===== config.mk =====
export PLATFORM = sky130hd
export DESIGN_NAME = pdata_out_port
export DESIGN_NICKNAME = d
export VERILOG_FILES = /design/src/rtl/pdata_out_port.sv
export SDC_FILE = /design/constraint.sdc
export NUM_CORES = 1
export LEC_CHECK = 0
export CAP_MARGIN = 10
export CORE_MARGIN = 5
export CORE_UTILIZATION = 40
export CTS_CLUSTER_DIAMETER = 200
export DETAILED_ROUTE_END_ITERATION = 16
export PLACE_DENSITY = 0.66
export SYNTH_ARGS = -nofsm -noshare
export SYNTH_HDL_FRONTEND = slang
export SYNTH_SLANG_ARGS = --single-unit

===== constraint.sdc =====
create_clock -name clk -period 3.6 [get_ports clk]
set_input_delay 0.36 -clock clk [delete_from_list [all_inputs] [get_ports clk]]
set_output_delay 0.36 -clock clk [all_outputs]
set_load 0.005 [all_outputs]

===== src/rtl/pdata_out_port.sv =====
// Output-port peripheral: captures processor Pdata writes into a small FWFT FIFO
// and drains them over valid/ready, keeping the most recent accepted write visible.
module pdata_out_port #(
   parameter int DATA_W = 32,
   parameter int DEPTH  = 4
) (
   input  logic                       clk,
   input  logic                       rst,
   input  logic                       wr_en,
   input  logic [DATA_W-1:0]          wr_data,
   output logic                       full,
   output logic                       out_valid,
   input  logic                       out_ready,
   output logic [DATA_W-1:0]          out_data,
   output logic [$clog2(DEPTH):0]     count,
   output logic [DATA_W-1:0]          last_data,
   output logic                       overflow,
   input  logic                       clr_ovf
);
   localparam int PW = $clog2(DEPTH);
   localparam int CW = PW + 1;

   logic [DATA_W-1:0] mem [DEPTH];
   logic [PW-1:0]     wptr, rptr;
   logic              push, pop, drop;

   assign full      = (count == CW'(DEPTH));
   assign out_valid = (count != '0);
   assign out_data  = mem[rptr];

   // A pop in the same cycle frees the slot, so a write at full still lands.
   assign pop  = out_valid & out_ready;
   assign push = wr_en & (~full | pop);
   assign drop = wr_en & full & ~pop;

   // Storage is deliberately left out of reset.
   always_ff @(posedge clk) begin
      if (push) mem[wptr] <= wr_data;
   end

   always_ff @(posedge clk or negedge rst) begin
      if (!rst) begin
         wptr      <= '0;
         rptr      <= '0;
         count     <= '0;
         last_data <= '0;
         overflow  <= 1'b0;
      end else begin
         if (push) begin
            wptr      <= wptr + PW'(1);
            last_data <= wr_data;
         end
         if (pop) rptr <= rptr + PW'(1);
         case ({push, pop})
            2'b10:   count <= count + CW'(1);
            2'b01:   count <= count - CW'(1);
            default: count <= count;
         endcase
         if (drop)         overflow <= 1'b1;
         else if (clr_ovf) overflow <= 1'b0;
      end
   end
endmodule


==> out/metrics.csv, run 1 <==
metric;value;unit
Initial Util;0.4050;
Finished Core Util;0.5264;
synthesis warning total;0;
flops & latches, synth;168;
DP Worst Slack;0.8053;ns
Final Max Slew Viols;0;
clock skew;0.005364;ns
Via density;4.875;
max incr delay on CP;0.69;ns
Mapped Cells;293;
synthesized area per cell;21.80;µm²
crit end category;output pin;
I/O Pins;107;
TritonCTS clock tree;yes;
largest net degree at the start of global routing;41;
initial antenna violation count;0;
WP data required;3.24;ns
area of the core;15770;µm²
Site Rows;46;
Vias;3115;
Slew HR;0.3142;
1st-iter DRT viols;233;
Seq/Total Area, Yosys;0.7586;
maximum fanout along the worst path;20;
hold_buf cts;0;
Layout Nets;452;
Least-Margin Pin Slew;1.026;ns
FMAX;357.3;MHz
post-synth cell types;36;
Die Span Y;136.4;µm
clock root buffer;clkbuf_16;
vias in the first global route;3481;
Setup TNS;0;ns
outcome;complete, no violations;
Post-Syn Area;6386;µm²
Routed Antenna Nets;0;
Leak Pwr;2.891;nW
min cycle time layout;2.799;ns
number of post-CTS setup repair buffers;0;
commonest non-fill, non-tap cell in the layout;edfxtp_1;
startpoint types;register;
die area;18590;µm²
Worst-path clk slew;0.06;ns
Detail Placement HPWL;7716;µm
# DRC;0;
footprint of the multi-input gates;1445;µm²
Reg area;4847;µm²
depth of the most critical reg-to-reg path;4;
# diodes;0;
async set-reset flop share out of synthesis;0.2381;
Cell Chain, Critical Path;buf_12 -> mux4_2 -> clkdlybuf4s50_1;
iteration count of the initial detailed-routing pass;4;
GPL Wtd Cong;0.7403;
cts bufs inserted;17;
port bufs;106;
CTS Buffer Depth;2;
area delta synth->final;30.00;%
VDD IR max;0.4340;mV
Slowest cell on crit path;dfrtp_2;
Routed WL;12010;µm
Post-synth EDFFs;128;
ys flop type;edfxtp_1;
post-CTS sizing;0;
Setup CP Type;reg2out;
clock sink count;168;
Die Wd;136.4;µm
endpoints failing hold;0;
P per Cell Area;784.8;nW/µm²
Worst Hold Class;in2async;
Final Cycle Share;0.7774;
setup slack, reg-to-reg;1.07;ns
first-pass GRT wire length;19190;µm
worst setup margin;0.8013;ns
Clock Latency Late Sink;0.42;ns
grt total ovfl;0;
share of cells above drive strength 1;0.2482;
Critical Path AT;2.44;ns
total track usage;0.1408;
WL/cell;18.79;µm
commonest cells after routing, fill and taps aside;128 x edfxtp_1, 105 x clkdlybuf4s50_1, 38 x dfrtp_1;
max cap viols;0;
RSZ-0062 raised after global routing;no;
Final setup violation count;0;
htree depth;4;
post-synth net total;335;
fillers;1268;
## worst paths after layout
kind	startpoint	to
worst min register to register	last_data[18]	last_data[18]
max in group asynchronous	rst	rptr[1]
min in group clk	last_data[18]	last_data[18]
worst max-delay path	rptr[0]	out_data[20]
worst max register to register	count[1]	last_data[21]
worst min-delay path	rst	last_data[28]
## layer usage
layer | global-route usage | share of wire
met3 | 0.04774 | 0.062
met1 | 0.1835 | 0.45
met2 | 0.2199 | 0.48
met5 | 0 | 0
met4 | 0.05319 | 0.015
## Yosys cell counts, types with 3 or more instances
cell type	instances	area, µm²
edfxtp_1	128	3844
dfrtp_1	40	1001
mux4_2	32	720.7
mux2_2	18	202.7
inv_1	10	37.54
mux2_4	10	150.1
nor2_1	6	22.52
clkbuf_1	5	18.77
mux2_1	5	56.30
buf_2	4	20.02
ha_1	4	50.05
xnor2_1	3	26.28
## kinds of logic after synthesis
group / synth area share
compound gates: 0.01254
fa+ha+maj: 0.01097
mux: 0.1769
simple gates: 0.01313
xor+xnor: 0.006859
flops: 0.7586
buf+inv: 0.02096
## registers in the layout, summed over array words and instances, names as in the netlist
register	flops
last_data	32
overflow	1
count	3
wptr	2
mem	128
rptr	2
## critical path, delay by kind of cell (launching register included)
family / cells / cell delay [ns]
mux: 1 / 0.56
flops: 1 / 0.69
buf+inv: 2 / 0.75
## where the power goes
| group | internal (mW) | switching (mW) | leakage [nW] |
|---|---|---|---|
| Combinational | 1.20 | 0.735 | 0.976 |
| Clock | 1.08 | 0.701 | 0.274 |
| Sequential | 2.53 | 0.265 | 1.64 |
| Total | 4.81 | 1.70 | 2.89 |
## area by class of cell
cell class	instances	area share
well taps	216	0.03255
clock inverters	13	0.01869
clock buffers	19	0.05215
multi-input cells	101	0.1741
inverters	10	0.004521
repair buffers	112	0.1341
flip-flops and latches	168	0.5839
## through the flow
stage	total power [mW]	std cells	hold WS [ns]	instance area [µm²]
2_1_floorplan	3.732	293	0.06441	6386
3_3_place_gp	4.790	607	0.4763	7714
3_5_place_dp	4.826	607	0.4842	7714
4_1_cts	6.634	639	0.1416	8302
5_1_grt	6.880	639	0.1734	8302
6_report	6.515	639	0.1184	8302
Note: power is estimated with default switching activity, not from simulation.
==> run 2: changes to the inputs <==
--- a/config.mk
+++ b/config.mk
@@ -10,7 +10,7 @@
 export CORE_UTILIZATION = 40
 export CTS_CLUSTER_DIAMETER = 200
 export DETAILED_ROUTE_END_ITERATION = 16
-export PLACE_DENSITY = 0.66
+export PLACE_DENSITY = 0.68
 export SYNTH_ARGS = -nofsm -noshare
 export SYNTH_HDL_FRONTEND = slang
 export SYNTH_SLANG_ARGS = --single-unit
==> constraint.sdc (replaced) <==
create_clock -name clk -period 2.4 [get_ports clk]
set_input_delay 0.24 -clock clk [delete_from_list [all_inputs] [get_ports clk]]
set_output_delay 0.24 -clock clk [all_outputs]
set_load 0.005 [all_outputs]
==> out/metrics.csv, run 2 (synthesis results as in run 1) <==
metric;value;unit;change
outcome;finished with violations;;
failing checks;negative hold slack;;
startpoint types;register;;
share of cells above drive strength 1;0.2708;;+0.02261
max cap viols;0;;unchanged
Largest Register;mem;;
Via density;4.946;;+1.5%
FMAX;434.1;MHz;
commonest non-fill, non-tap cell in the layout;edfxtp_1;;
Layout Cells excl Fill;648;;+1.4%
GRT met3 Usage;0.05292;;+0.005181
Initial Util;0.4050;;unchanged
P per Cell Area;1184;nW/µm²;+51%
TritonCTS clock tree;yes;;
# DRC;0;;unchanged
Vias;3205;;+2.9%
worst setup margin;0.09623;ns;-0.7051 ns
area of the core;15770;µm²;unchanged
RSZ-0062 raised after global routing;no;;
Routed Antenna Nets;0;;unchanged
dpl cells;616;;+1.5%
clock sink count;168;;unchanged
Die Span Y;136.4;µm;unchanged
fillers;1258;;-0.79%
depth of the most critical reg-to-reg path;7;;+3
initial antenna violation count;0;;unchanged
1st-iter DRT viols;98;;-58%
hold_buf cts;0;;unchanged
Top Registers;mem x128, last_data x32, count x3;;
WL/cell;18.66;µm;-0.67%
Detail Placement HPWL;7773;µm;+0.73%
final total power;10.04;mW;+54%
CTS Buffer Depth;2;;unchanged
routing usage on met2;0.2320;;+0.01211
reg-to-reg endpoint;count[1];;
clock root buffer;clkbuf_16;;
RR Startpoint;count[1];;
vias in the first global route;3487;;+0.17%
Clock Latency Late Sink;0.43;ns;about the same
Final Max Slew Viols;0;;unchanged
Layout Nets;461;;+2.0%
max reg flops;128;;unchanged
Global Route met1 Usage;0.1674;;-0.01615
total track usage;0.1396;;-0.001243
Leak Pwr;2.969;nW;+2.7%
iteration count of the initial detailed-routing pass;4;;unchanged
Critical Path AT;2.06;ns;-0.38 ns
setup slack, reg-to-reg;0.22;ns;-0.85 ns
VDD IR max;0.6208;mV;+43%
Least-Margin Pin Slew;1.010;ns;-0.01656 ns
endpoints failing hold;16;;+16
Worst Hold Class;in2async;;
htree depth;4;;unchanged
crit end category;output pin;;
commonest cells after routing, fill and taps aside;128 x edfxtp_1, 105 x clkdlybuf4s50_1, 38 x dfrtp_1;;
min cycle time layout;2.304;ns;
# diodes;0;;unchanged
grt total ovfl;0;;unchanged
port bufs;106;;unchanged
cts bufs inserted;17;;unchanged
Worst-path clk slew;0.07;ns;about the same
Final Cycle Share;0.9599;;
Site Rows;46;;unchanged
clock skew;0.008533;ns;+0.003169 ns
GR peak layer;met2;;
first-pass GRT wire length;19120;µm;-0.36%
Routed WL;12090;µm;+0.73%
Final setup violation count;0;;unchanged
DP Worst Slack;0.2142;ns;-0.5912 ns
Setup CP Type;reg2out;;
I/O Pins;107;;unchanged
area delta synth->final;32.76;%;
largest net degree at the start of global routing;41;;unchanged
Slew HR;0.3269;;+0.01267
maximum fanout along the worst path;16;;-20%
GPL Wtd Cong;0.7550;;+2.0%
die area;18590;µm²;unchanged
WP data required;2.16;ns;-1.08 ns
Die Wd;136.4;µm;unchanged
worst hold margin;-0.01628;ns;-0.1347 ns
[run 2: timing repair]
action / CTS / global route
endpoints found under the setup margin: 14 / 14
cloned: 0 / 0
pin swaps: 0 / 0
gates resized for setup: 1 / 1
buffers inserted: 0 / 0
[run 2: cell type report]
type	instances	area, µm²	area share
Clock buffer	19	442.9	0.05224
Timing Repair Buffer	121	1264	0.1491
Inverter	10	37.54	0.004427
Clock inverter	13	171.4	0.02022
Sequential cell	168	4847	0.5717
Multi-Input combinational cell	101	1445	0.1705
Tap cell	216	270.3	0.03188
[run 2: layer usage]
layer	share of wire	up-vias	wire length, µm
li1	-	1423	-
met1	0.41	1681	5008
met2	0.52	86	6243
met3	0.057	15	692
met4	0.012	0	148
met5	0	-	0
[run 2: power breakdown]
group	internal, mW	leakage [nW]	switching (mW)
Clock	1.67	0.282	1.12
Combinational	1.93	1.04	1.32
Sequential	3.79	1.64	0.212
[run 2: worst max path at each step]
stage	start	end	slack, ns	cells past startpoint
finish	rptr[0]	out_data[19]	0.1	3
floorplan	count[2]	mem[0][0]	-0.40	5
global placement	out_ready	count[1]	0.29	7
CTS	rptr[0]	out_data[13]	0.02	3
global route	rptr[0]	out_data[15]	0.004	3
detailed placement	out_ready	count[1]	0.21	7
[run 2: per-stage QoR]
stage          instance area (µm²)  setup TNS [ns]    util
2_1_floorplan                 6386          -51.70       -
3_3_place_gp                  7856               0  0.4982
3_5_place_dp                  7856               0  0.4982
4_1_cts                       8474               0  0.5374
5_1_grt                       8478               0  0.5376
6_report                      8478               0  0.5376
[run 2: critical path, stage by stage, from the launching register on]
cell and delay (ns):
dfrtp_2 0.40, buf_8 0.21, mux4_2 0.54, clkdlybuf4s50_1 0.47
